==> config.mk <==
export PLATFORM = sky130hd
export DESIGN_NAME = regfile_wb_arbiter_flat
export DESIGN_NICKNAME = d
export VERILOG_FILES = /design/src/rtl/regfile_wb_arbiter_pkg.sv /design/src/rtl/regfile_wb_arbiter_if.sv /design/src/rtl/regfile_wb_arbiter_wb_squash_fifo.sv /design/src/rtl/regfile_wb_arbiter.sv /design/src/flat_wrapper.sv
export SDC_FILE = /design/constraint.sdc
export NUM_CORES = 1
export LEC_CHECK = 0
export CORE_MARGIN = 2
export CORE_UTILIZATION = 54
export CTS_CLUSTER_DIAMETER = 200
export DETAILED_ROUTE_END_ITERATION = 10
export PLACE_DENSITY = 0.76
export SETUP_SLACK_MARGIN = 0.5
export SLEW_MARGIN = 25
export SYNTH_ARGS = -nofsm -noshare
export SYNTH_HDL_FRONTEND = slang
export SYNTH_HIERARCHICAL = 1
export SYNTH_SLANG_ARGS = --single-unit
export TNS_END_PERCENT = 5
==> constraint.sdc <==
create_clock -name clk -period 2.8 [get_ports clk]
set_clock_uncertainty 0.2 [all_clocks]
set_input_delay 0.84 -clock clk [delete_from_list [all_inputs] [get_ports clk]]
set_output_delay 0.84 -clock clk [all_outputs]
set_load 0.005 [all_outputs]
==> src/rtl/regfile_wb_arbiter_pkg.sv <==
// Shared defaults and the writeback entry layout for the regfile writeback arbiter.
// Writes to register index zero are filtered out before they reach the queue or the port.
package regfile_wb_arbiter_pkg;

    localparam int DATA_W_DEF = 32;
    localparam int ADDR_W_DEF = 5;
    localparam int QDEPTH_DEF = 4;

    localparam logic [4:0] REG_ZERO = 5'd0;

    typedef struct packed {
        logic                  valid;
        logic [ADDR_W_DEF-1:0] rd;
        logic [DATA_W_DEF-1:0] data;
    } wb_entry_t;

endpackage

==> src/rtl/regfile_wb_arbiter_if.sv <==
// Result-source and regfile-write-port bundle for the writeback arbiter.
// The slave modport is the arbiter's side; the master side drives results and watches the port.
interface regfile_wb_arbiter_if
    import regfile_wb_arbiter_pkg::*;
#(
    parameter int DATA_W = DATA_W_DEF,
    parameter int ADDR_W = ADDR_W_DEF,
    parameter int QDEPTH = QDEPTH_DEF
);
    logic                     a_valid;
    logic [ADDR_W-1:0]        a_reg;
    logic [DATA_W-1:0]        a_data;
    logic                     b_valid;
    logic                     b_ready;
    logic [ADDR_W-1:0]        b_reg;
    logic [DATA_W-1:0]        b_data;
    logic                     wb_en;
    logic [ADDR_W-1:0]        wb_reg;
    logic [DATA_W-1:0]        wb_data;
    logic                     busy;
    logic [$clog2(QDEPTH):0]  q_count;

    modport master (
        output a_valid, a_reg, a_data, b_valid, b_reg, b_data,
        input  b_ready, wb_en, wb_reg, wb_data, busy, q_count
    );

    modport slave (
        input  a_valid, a_reg, a_data, b_valid, b_reg, b_data,
        output b_ready, wb_en, wb_reg, wb_data, busy, q_count
    );
endinterface

==> src/rtl/regfile_wb_arbiter_wb_squash_fifo.sv <==
// Circular buffer of writeback entries with per-entry valid bits.
// A squash clears the valid bit of every stored entry whose tag matches; the slot stays occupied.
module wb_squash_fifo
    import regfile_wb_arbiter_pkg::*;
#(
    parameter int DATA_W = DATA_W_DEF,
    parameter int ADDR_W = ADDR_W_DEF,
    parameter int DEPTH  = QDEPTH_DEF,
    localparam int PW    = $clog2(DEPTH),
    localparam int CW    = PW + 1
) (
    input  logic              clk,
    input  logic              clr,
    input  logic              push_i,
    input  logic [ADDR_W-1:0] push_reg_i,
    input  logic [DATA_W-1:0] push_data_i,
    input  logic              pop_i,
    input  logic              squash_i,
    input  logic [ADDR_W-1:0] squash_reg_i,
    output logic              head_present_o,
    output logic              head_valid_o,
    output logic [ADDR_W-1:0] head_reg_o,
    output logic [DATA_W-1:0] head_data_o,
    output logic [CW-1:0]     count_o,
    output logic              full_o
);
    logic [DEPTH-1:0]             vld_q, vld_d;
    logic [DEPTH-1:0][ADDR_W-1:0] reg_q;
    logic [DEPTH-1:0][DATA_W-1:0] data_q;
    logic [PW-1:0]                wr_ptr_q, rd_ptr_q;
    logic [CW-1:0]                cnt_q, cnt_d;

    // Squash before push so an entry landing at this edge keeps its valid bit.
    always_comb begin
        vld_d = vld_q;
        if (squash_i) begin
            for (int i = 0; i < DEPTH; i++) begin
                if (reg_q[i] == squash_reg_i) vld_d[i] = 1'b0;
            end
        end
        if (push_i) vld_d[wr_ptr_q] = 1'b1;
        cnt_d = cnt_q;
        case ({push_i, pop_i})
            2'b10:   cnt_d = cnt_q + 1'b1;
            2'b01:   cnt_d = cnt_q - 1'b1;
            default: cnt_d = cnt_q;
        endcase
    end

    always_ff @(posedge clk or posedge clr) begin
        if (clr) begin
            vld_q    <= '0;
            reg_q    <= '0;
            wr_ptr_q <= '0;
            rd_ptr_q <= '0;
            cnt_q    <= '0;
        end else begin
            vld_q <= vld_d;
            cnt_q <= cnt_d;
            if (push_i) begin
                reg_q[wr_ptr_q] <= push_reg_i;
                wr_ptr_q        <= wr_ptr_q + 1'b1;
            end
            if (pop_i) rd_ptr_q <= rd_ptr_q + 1'b1;
        end
    end

    always_ff @(posedge clk) begin
        if (push_i) data_q[wr_ptr_q] <= push_data_i;
    end

    assign head_present_o = (cnt_q != '0);
    assign head_valid_o   = vld_q[rd_ptr_q];
    assign head_reg_o     = reg_q[rd_ptr_q];
    assign head_data_o    = data_q[rd_ptr_q];
    assign count_o        = cnt_q;
    assign full_o         = (cnt_q == CW'(DEPTH));
endmodule

==> src/rtl/regfile_wb_arbiter.sv <==
// Writeback arbiter: ALU results always win the regfile write port, mult/div results
// wait in a squashable queue and drain in acceptance order whenever the ALU is idle.
module regfile_wb_arbiter
    import regfile_wb_arbiter_pkg::*;
#(
    parameter int DATA_W = DATA_W_DEF,
    parameter int ADDR_W = ADDR_W_DEF,
    parameter int QDEPTH = QDEPTH_DEF
) (
    input logic                 clk,
    input logic                 clr,
    regfile_wb_arbiter_if.slave bus
);
    localparam int CW = $clog2(QDEPTH) + 1;

    logic              a_live, b_push, pop, full;
    logic              head_present, head_valid;
    logic [ADDR_W-1:0] head_reg;
    logic [DATA_W-1:0] head_data;
    logic [CW-1:0]     count;

    logic              wb_en_q, wb_en_d;
    logic [ADDR_W-1:0] wb_reg_q, wb_reg_d;
    logic [DATA_W-1:0] wb_data_q, wb_data_d;

    assign a_live      = bus.a_valid && (bus.a_reg != ADDR_W'(REG_ZERO));
    // Ready looks at occupancy only; a pop at the same edge does not free a slot early.
    assign bus.b_ready = !clr && !full;
    assign b_push      = bus.b_valid && bus.b_ready && (bus.b_reg != ADDR_W'(REG_ZERO));
    assign pop         = !a_live && head_present;

    wb_squash_fifo #(
        .DATA_W (DATA_W),
        .ADDR_W (ADDR_W),
        .DEPTH  (QDEPTH)
    ) u_fifo (
        .clk            (clk),
        .clr            (clr),
        .push_i         (b_push),
        .push_reg_i     (bus.b_reg),
        .push_data_i    (bus.b_data),
        .pop_i          (pop),
        .squash_i       (a_live),
        .squash_reg_i   (bus.a_reg),
        .head_present_o (head_present),
        .head_valid_o   (head_valid),
        .head_reg_o     (head_reg),
        .head_data_o    (head_data),
        .count_o        (count),
        .full_o         (full)
    );

    always_comb begin
        wb_en_d   = 1'b0;
        wb_reg_d  = wb_reg_q;
        wb_data_d = wb_data_q;
        if (a_live) begin
            wb_en_d   = 1'b1;
            wb_reg_d  = bus.a_reg;
            wb_data_d = bus.a_data;
        end else if (pop && head_valid) begin
            wb_en_d   = 1'b1;
            wb_reg_d  = head_reg;
            wb_data_d = head_data;
        end
    end

    always_ff @(posedge clk or posedge clr) begin
        if (clr) begin
            wb_en_q   <= 1'b0;
            wb_reg_q  <= '0;
            wb_data_q <= '0;
        end else begin
            wb_en_q   <= wb_en_d;
            wb_reg_q  <= wb_reg_d;
            wb_data_q <= wb_data_d;
        end
    end

    assign bus.wb_en   = wb_en_q;
    assign bus.wb_reg  = wb_reg_q;
    assign bus.wb_data = wb_data_q;
    assign bus.busy    = head_present;
    assign bus.q_count = count;
endmodule

==> src/flat_wrapper.sv <==
// flat-port wrapper written by rule: the top's interface ports become plain ports
module regfile_wb_arbiter_flat import regfile_wb_arbiter_pkg::*;
#(
    parameter int DATA_W = DATA_W_DEF,
    parameter int ADDR_W = ADDR_W_DEF,
    parameter int QDEPTH = QDEPTH_DEF
)
  (clk, clr, bus_a_valid, bus_a_reg, bus_a_data, bus_b_valid, bus_b_reg, bus_b_data, bus_b_ready, bus_wb_en, bus_wb_reg, bus_wb_data, bus_busy, bus_q_count);
  regfile_wb_arbiter_if #(.DATA_W(DATA_W), .ADDR_W(ADDR_W), .QDEPTH(QDEPTH)) bus_i ();
  input logic clk;
  input logic clr;
  input wire logic [$bits(bus_i.a_valid)-1:0] bus_a_valid;
  input wire logic [$bits(bus_i.a_reg)-1:0] bus_a_reg;
  input wire logic [$bits(bus_i.a_data)-1:0] bus_a_data;
  input wire logic [$bits(bus_i.b_valid)-1:0] bus_b_valid;
  input wire logic [$bits(bus_i.b_reg)-1:0] bus_b_reg;
  input wire logic [$bits(bus_i.b_data)-1:0] bus_b_data;
  output wire logic [$bits(bus_i.b_ready)-1:0] bus_b_ready;
  output wire logic [$bits(bus_i.wb_en)-1:0] bus_wb_en;
  output wire logic [$bits(bus_i.wb_reg)-1:0] bus_wb_reg;
  output wire logic [$bits(bus_i.wb_data)-1:0] bus_wb_data;
  output wire logic [$bits(bus_i.busy)-1:0] bus_busy;
  output wire logic [$bits(bus_i.q_count)-1:0] bus_q_count;
  assign bus_i.a_valid = bus_a_valid;
  assign bus_i.a_reg = bus_a_reg;
  assign bus_i.a_data = bus_a_data;
  assign bus_i.b_valid = bus_b_valid;
  assign bus_i.b_reg = bus_b_reg;
  assign bus_i.b_data = bus_b_data;
  assign bus_b_ready = bus_i.b_ready;
  assign bus_wb_en = bus_i.wb_en;
  assign bus_wb_reg = bus_i.wb_reg;
  assign bus_wb_data = bus_i.wb_data;
  assign bus_busy = bus_i.busy;
  assign bus_q_count = bus_i.q_count;
  regfile_wb_arbiter #(.DATA_W(DATA_W), .ADDR_W(ADDR_W), .QDEPTH(QDEPTH)) u_core (.clk(clk), .clr(clr), .bus(bus_i));
endmodule
Yosys cells after proc, flatten, opt, wreduce, memory -nomap -nowiden --
Index checks and enable logic that the tools add are counted.
Word-level totals: register bits 197, input bits 78
Operators by class: add/subtract/negate cells 4, magnitude comparators 3, equal/unequal tests 7, multiplexer cells 27, bitwise logic cells 1, reduce and logical (&&, ||, !) cells 15
Operators by type and width (count):
- 128-bit bitwise mux | 1
- 32-bit 2-to-1 mux | 4
- 32-bit binary-select mux with 2-bit select | 1
- 32-bit demux with 2-bit select | 1
- 20-bit bitwise mux | 1
- 5-bit == test | 4
- 5-bit 2-to-1 mux | 4
- 5-bit binary-select mux with 2-bit select | 1
- 5-bit demux with 2-bit select | 1
- 5-bit nonzero test | 2
- 1-bit 2-to-1 mux | 8
- 4-bit 2-to-1 mux | 2
- 1-bit logical AND | 7
- 2-bit by 3-bit < comparator with 1-bit output (second input constant) | 2
- 3-bit case mux with 2 select lines | 1
- 2-bit by 1-bit adder with 2-bit output (second input constant) | 2
- 4-bit OR | 1
- 2-bit nonzero test | 2
- 3-bit by 1-bit adder with 3-bit output (second input constant) | 1
- 3-bit == test (second input constant) | 1
- 1-bit zero test | 3
- 3-bit nonzero test | 1
- 3-bit by 1-bit subtractor with 3-bit output (second input constant) | 1
- 1-bit binary-select mux with 2-bit select | 1
- other kinds (4) | 4

Longest topological paths before layout --
Gate-level depths: netlist of the first run.
depth after elaboration 7, gate-level depth with buffers 13, depth with buffers taken out 12

Cells and area by module --
Netlist of the first run, hierarchy kept.
By module, submodules not included:
- wb_squash_fifo | times used 1, cells each 298, area an instance 6296.0 um^2
- regfile_wb_arbiter | times used 1, cells each 137, area an instance 1921.8 um^2

Least setup slack after synthesis of the first run --
OpenSTA, ideal clock, no wires.
kind input to register, start point input bus_a_reg[0], end point register u_core.u_fifo.cnt_q[2] (netlist: u_core/u_fifo/count_o[2]), setup time 79 ps, arrival 3048 ps, slack -528 ps, stages on the path 10, path buffers 1, cell sequence or4_4 > o21ai_4 > buf_8 > and2_1 > ha_1 > inv_1 > fa_1 > xor2_1 > nor2_1 > xor2_1
Between the ends: cells in the longest elaborated chain, start to end 6, elaborated cells between the ends (all ways) 8, classes of those cells 2 x eq/ne; 1 x mux; 5 x reduce/logical
Ends and longest elaborated chain:
- start, declared | line flat_wrapper.sv:13 | input wire logic [$bits(bus_i.a_reg)-1:0] bus_a_reg;
- 5-bit nonzero test * | line regfile_wb_arbiter.sv:26 | assign a_live = bus.a_valid && (bus.a_reg != ADDR_W'(REG_ZERO));
- 1-bit logical AND * | line regfile_wb_arbiter.sv:26
- 1-bit zero test * | line regfile_wb_arbiter.sv:30 | assign pop = !a_live && head_present;
- 1-bit logical AND * | line regfile_wb_arbiter.sv:30
- net u_core.pop | line regfile_wb_arbiter.sv:16 | logic a_live, b_push, pop, full;
- 2-bit by 1-bit == test with 1-bit output / 2-bit == test (equally long branches) | line regfile_wb_arbiter_wb_squash_fifo.sv:43 | case ({push_i, pop_i})
- 3-bit case mux with 2 select lines / 2-bit nonzero test (equally long branches)
- end signal, assigned | line regfile_wb_arbiter_wb_squash_fifo.sv:59 | cnt_q <= cnt_d;
- end, declared | line regfile_wb_arbiter_wb_squash_fifo.sv:31 | logic [CW-1:0] cnt_q, cnt_d;
The timed path passes the listed nets; every way through them passes the cells marked *. A chain may end at the register's enable or synchronous reset.

Worst setup path in the final report of the first run --
start point input bus_a_reg[1], end point register u_core.u_fifo.cnt_q[2] (netlist: u_core/u_fifo/count_o[2])
Same word-level chain as after synthesis.

==> flow_summary.toml, run 1 <==
[die]
die_h_um = 127
dieArea_um2 = 16200
io_pins = 121
initial_utilization_pct = 54.7
core_um2 = 15000
num_rows = 45
die_w_um = 127

[synthesis]
synth_top_flop_cell = "edfxtp_1"
ys_types = 31
yosys_warnings = 6
syn_area_um2 = 8220
synth.top_cells.by_area = "edfxtp_1 (47%), dfrtp_1 (21%), mux2_2 (12%), mux4_2 (10%), xnor2_1 (2.3%)"
syn_nets = 519
avgSynthCellArea_um2 = 18.9
synth_edf_count = 128
synth_top_area_share_pct = 46.8
synth_seq_cells = 197
synth_top_cell_by_area = "edfxtp_1"
synth_cells = 435
async_flop_share_pct = 35.0
ys_seq_area_share_pct = 67.8

[timing]
totalNegativeSetupSlack_ns = 0
finalCritPeriodShare_pct = 95.3
fin_hold_ws_ns = 0.316
fin_crit_ns = 2.67
tightest_slew_ns = 0.601
rsz0062_at_grt = "true"
slew_headroom_pct = 59.9
setup_viol = 0
final_hold_viol_count = 0
fmax_mhz = 375
slew_viol_final = 0
worst_slack_ns = 0.132

[detailed_routing]
ant_nets = 0
drt-wirelength-per-cell_um = 20.5
drt_iter0_markers = 259
drc = 0
viasPerCell = 5.56
wl_um = 16400
dr.pass1.iters = 4
via_count = 4447

[final_layout]
drive_gt1_share_pct = 38.1
area_growth_pct = 29.9
final_util_pct = 71.0
largest_register_ffs = 128
regMostFlops = "u_core/u_fifo/data_q"
nets = 682

[global_route]
grt_pass1_wl_um = 25300
grt_use_total_pct = 21.2
grt_start_max_net_pins = 39
grt_overflow = 0
antenna_found_initial = 1
grt_pass1_vias = 4756

[worst_setup_path]
crit_type = "input port to register"
crit_chain = "buf_6 -> or4_4 -> o21ai_4 -> and2_4 -> ha_4 -> inv_2 -> fa_2 -> xor2_1 -> nor2_1 -> xor2_1"
end_kind = "register"
crit_slowest_cell = "or4_4"
crit_required_ns = 2.95
slowest_delay_ns = 0.54
crit_path_max_fanout = 2
cpMostUsedCell = "xor2_1"
crit_arrival_ns = 2.81
worstSetupStartpointType = "input port"

[power_and_ir_drop]
power.density_nw_per_um2 = 1020
power_leakage_nw = 3.90
irDropWorstVdd_mv = 0.616

[placement]
routabilityCongestion = 0.829
dpl_worst_slack_ns = -0.642
dpl.hpwl_um = 10800
portBuffers = 120

[clocking]
htreeDepth = 4
numCtsBuffers = 17
clock-sinks = 197
clock_path_buffers = 2
path_clk_slew_ns = 0.06
cts_tree = "built"
ctsRootBufferMaster = "clkbuf_16"
clock_latency_ns = 0.43

[min_path]
hold_path.class = "register to register"

[job]
maxCapViolations = 0

[run_status]
status = "complete, no violations"
-- cells by family after synthesis --
logic type	synth area share [%]
AOI/OAI and AO/OA	1.28
xor gates and xnor gates	2.77
adders and majority gates	1.00
DFF	67.8
muxes	22.7
and+or+nand+nor	1.75
buffers and inverters	2.74
-- final timing paths --
| kind | cells after the start | startpoint | slack (ns) | end |
|---|---|---|---|---|
| max | 10 | bus_a_reg[1] | 0.13 | u_core/u_fifo/count_o[2] |
| min | 1 | u_core/u_fifo/vld_q[2] | 0.32 | u_core/u_fifo/vld_q[2] |
| max reg2reg | 15 | u_core/u_fifo/count_o[0] | 0.32 | u_core/u_fifo/count_o[2] |
| min reg2reg | 1 | u_core/u_fifo/vld_q[2] | 0.32 | u_core/u_fifo/vld_q[2] |
| max in group asynchronous | 4 | clr | 1.47 | u_core/bus.wb_data[23] |
| min in group asynchronous | 3 | clr | 0.45 | u_core/bus.wb_data[5] |
-- cell usage after synthesis, types with 3 or more instances --
| cell | count |
|---|---|
| buf_8 | 3 |
| o22a_1 | 4 |
| inv_1 | 12 |
| mux4_2 | 38 |
| o21ai_2 | 4 |
| nor2_1 | 3 |
| xnor2_1 | 22 |
| nand2_1 | 14 |
| dfrtp_1 | 69 |
| buf_4 | 4 |
| mux2_2 | 85 |
| buf_2 | 3 |
| ha_1 | 5 |
| nand3_1 | 4 |
| edfxtp_1 | 128 |
| xor2_1 | 4 |
| clkbuf_1 | 8 |
| buf_6 | 5 |
| mux2i_1 | 5 |
| nand4_1 | 4 |
-- metrics by stage --
step                instance area, um2  power [mW]  instances
finish                           10700        10.9        800
floorplan                         8270        6.90        435
global route                     10700        11.4        799
CTS                              10600        10.9        798
detailed placement                9990        8.47        760
global placement                  9990        8.30        760
-- critical path, delay by kind of cell --
kind            cells  cell delay [ns]
simple gates        3             0.86
fa+ha+maj           2             0.46
xor+xnor            2             0.32
compound gates      1             0.20
buf+inv             2             0.13
-- where the power goes --
part	switching [mW]	total, mW	internal, mW
clock	1.02	2.39	1.36
sequential	0.428	4.25	3.82
combinational	1.60	4.23	2.63
-- cell type report --
class	instances	area, um2
well taps	188	235
flip-flops and latches	197	5570
diodes	1	2.50
clock inverters	12	126
clock buffers	20	457
multi-input cells	202	2480
fillers	919	4360
inverters	13	58.8
repair buffers	167	1740
-- per-layer routing --
metal / wire (um) / track usage [%] / part of all wire (%) / up-vias
met2: 8470 / 34.9 / 52 / 113
met1: 6980 / 27.3 / 43 / 2299
met3: 661 / 5.61 / 4.0 / 29
met5: 0 / 0 / 0 / -
li1: - / - / - / 2006
met4: 320 / 8.14 / 1.9 / 0
-- what timing repair did --
| action | 4_1_cts | 5_1_grt |
|---|---|---|
| pin swaps | 9 | 7 |
| buffers inserted | 6 | 0 |
| hold buffers | 0 | 0 |
| gates resized for setup | 34 | 5 |
| gates cloned | 0 | 1 |
| endpoints found under the setup margin | 237 | 226 |
-- layout by cell type, fill, tap and decap left out, types with 11 or more instances in the layout --
cell type,count
buf_12,14
buf_4,31
clkbuf_16,18
clkdlybuf4s50_1,113
dfrtp_1,67
edfxtp_1,128
mux2_2,85
mux4_2,38
nand2_1,11
xnor2_1,22
Power figures use the tool's default switching activity.
==> inputs of run 2 (changes only) <==
--- a/config.mk
+++ b/config.mk
@@ -5,6 +5,7 @@
 export SDC_FILE = /design/constraint.sdc
 export NUM_CORES = 1
 export LEC_CHECK = 0
+export CAP_MARGIN = 0
 export CORE_MARGIN = 2
 export CORE_UTILIZATION = 54
 export CTS_CLUSTER_DIAMETER = 200
==> results of run 2 <==
Same layout as run 1: the final DEF is identical, and so are final timing and power.
==> inputs of run 3 (changes only) <==
--- a/config.mk
+++ b/config.mk
@@ -5,12 +5,14 @@
 export SDC_FILE = /design/constraint.sdc
 export NUM_CORES = 1
 export LEC_CHECK = 0
+export ABC_AREA = 1
 export CAP_MARGIN = 0
 export CORE_MARGIN = 2
-export CORE_UTILIZATION = 54
+export CORE_UTILIZATION = 55
 export CTS_CLUSTER_DIAMETER = 200
 export DETAILED_ROUTE_END_ITERATION = 10
-export PLACE_DENSITY = 0.76
+export GPL_TIMING_DRIVEN = 0
+export PLACE_DENSITY = 0.77
 export SETUP_SLACK_MARGIN = 0.5
 export SLEW_MARGIN = 25
 export SYNTH_ARGS = -nofsm -noshare
==> run 3 against run 2 <==
  * Clock power is 5% higher
  * Utilization is 1.7 points higher
  * Critical path depth is 6 lower
  * Largest power group is now combinational logic
  * Non-clock buffer count is 34 higher
  * Critical path type is now register to output port
  * Wire length is 42% higher
  * Setup slack better by 0.18 ns
  * Via count is 56% higher
  * Sequential cell count stayed put
==> flow_summary.toml, run 3 <==
[run_status]
status = "complete, no violations"

[synthesis]
ys_seq_area_share_pct = 65.8
synth_top_cell_by_area = "edfxtp_1"
synth_cells = 820
yosys_warnings = 6
synth.most_common_cell = "nand2_1"
synth_top_flop_cell = "edfxtp_1"
synth_seq_cells = 197
synth_common_cells = "nand2_1 (193), edfxtp_1 (128), o21ai_0 (113), nor2_1 (87), dfrtp_1 (69)"
synth_edf_count = 128
synth.top_cells.by_area = "edfxtp_1 (45%), dfrtp_1 (20%), nand2_1 (8.6%), o21ai_0 (6.7%), nor2_1 (3.9%)"
avgSynthCellArea_um2 = 10.3
syn_area_um2 = 8460
synth_top_area_share_pct = 45.4
syn_nets = 904
ys_types = 26
async_flop_share_pct = 35.0

[timing]
totalNegativeSetupSlack_ns = 0
fmax_mhz = 402
slew_viol_final = 0
setup_viol = 0
slew_headroom_pct = 55.8
fin_hold_ws_ns = 0.160
rsz0062_at_grt = "true"
worst_slack_ns = 0.311
tightest_slew_ns = 0.662
final_hold_viol_count = 0
fin_crit_ns = 2.49
finalCritPeriodShare_pct = 88.9

[final_layout]
area_growth_pct = 30.2
regMostFlops = "u_core/u_fifo/data_q"
nets = 1082
stdcell_count = 1199
drive_gt1_share_pct = 15.5
final_common_cell = "nand2_1"
final_util_pct = 72.8
largest_register_ffs = 128
diodes = 0
fin_area_um2 = 11000
final_cell_mix = "nand2_1 (188), edfxtp_1 (128), o21ai_0 (112)"

[power_and_ir_drop]
clkPwrFrac_pct = 21.6
irDropWorstVdd_mv = 0.716
p_int_mw = 7.12
power.density_nw_per_um2 = 1050
swShare_pct = 38.3
p_sw_mw = 4.42
power.total_mw = 11.5
pwr-share-seq_pct = 37.0
power_leakage_nw = 4.48
share_comb_of_total_power_pct = 41.4

[worst_setup_path]
crit_slowest_cell = "dfrtp_2"
r2r_slack_ns = 0.35
startpoint = "u_core/u_fifo/count_o[0]"
crit_path_max_fanout = 4
cp_num_buf_inv = 3
crit_arrival_ns = 1.45
r2r.worst_path.cells = 15
crit_type = "register to output port"
rr_startpoint = "u_core/u_fifo/count_o[0]"
crit_required_ns = 1.76
slowest_delay_ns = 0.44
crit_family = "buffers and inverters"
end_kind = "output port"
worstSetupStartpointType = "register"
r2r-end = "u_core/u_fifo/count_o[2]"
crit_chain = "buf_4 -> inv_2 -> nand3_4 -> clkdlybuf4s15_2"

[die]
num_rows = 45
core_um2 = 15100
dieArea_um2 = 16400
io_pins = 121
initial_utilization_pct = 55.9
die_w_um = 128
die_h_um = 128

[global_route]
grt_start_max_net_pins = 32
grt_pass1_vias = 6496
grt_use_total_pct = 28.8
grt_pass1_wl_um = 35200
antenna_found_initial = 0
grt_overflow = 0

[detailed_routing]
dr.pass1.iters = 7
drt-wirelength-per-cell_um = 19.4
wl_um = 23300
drc = 0
viasPerCell = 5.80
ant_nets = 0
via_count = 6955
drt_iter0_markers = 890

[clocking]
htreeDepth = 4
cts_hold_buf = 0
clock_path_buffers = 2
ctsRootBufferMaster = "clkbuf_16"
cts_tree = "built"
clock-sinks = 197
clock_latency_ns = 0.43
numCtsBuffers = 17
path_clk_slew_ns = 0.07

[min_path]
hold_path.class = "input port to async pin"

[placement]
dpl_worst_slack_ns = -0.689
placedCellCount = 1129
postPlaceCellArea_um2 = 10000
dpl.hpwl_um = 14700
portBuffers = 120
routabilityCongestion = 0.872

[job]
maxCapViolations = 0
[run 3: final cells by class]
cell class	instances	area (um2)
Inverter	50	220
Buffer	46	320
Tap cell	188	235
Clock inverter	15	183
Fill cell	1026	4130
Timing Repair Buffer	155	1520
Clock buffer	17	425
Sequential cell	197	5570
Timing Repair inverter	4	30.0
Multi-Input combinational cell	527	2520
[run 3: how the worst max path moves through the flow]
stage	to	cells past startpoint
CTS	u_core/u_fifo/count_o[2]	16
global route	u_core/u_fifo/count_o[2]	15
floorplan	u_core/u_fifo/count_o[2]	12
finish	bus_busy	4
global placement	u_core/u_fifo/data_q[37]	9
detailed placement	u_core/u_fifo/data_q[40]	9
[run 3: worst reg2reg max path, delay by kind of cell, from the launching register on]
kind	cells	cell delay, ns
flops	1	0.44
simple gates	3	0.31
compound gates	2	0.19
fa+ha+maj	2	0.47
buf+inv	7	0.58
xor+xnor	1	0.14
[run 3: power by group through the flow]
stage                     Combinational, mW  Clock [mW]  Sequential, mW
after floorplan                        2.56           0            4.20
after global placement                 4.22           0            4.29
after detailed placement               4.33           0            4.31
after CTS                              4.57        2.51            4.24
after global routing                   5.18        2.64            4.33
final                                  4.78        2.50            4.26
[run 3: metal layers]
layer	part of all wire [%]	global-route usage (%)	up-vias
met5	0	0	-
met2	45	44.0	439
li1	-	-	3160
met1	41	42.0	3299
met4	2.8	10.2	0
met3	10	5.43	57
[run 3: what timing repair did]
item	in CTS	in global routing
gates resized for setup	57	14
cloned	4	0
endpoints found under the setup margin	179	211
hold endpoints to repair	0	0
setup buffers	26	8
pin swaps	11	5
[run 3: cell families after synthesis]
logic type               synth area share, %
flip-flops                              65.8
buffers and inverters                   5.62
adder cells (fa/ha/maj)                0.976
AO/OA/AOI/OAI                           10.7
XOR/XNOR                               0.517
AND/OR/NAND/NOR                         16.4
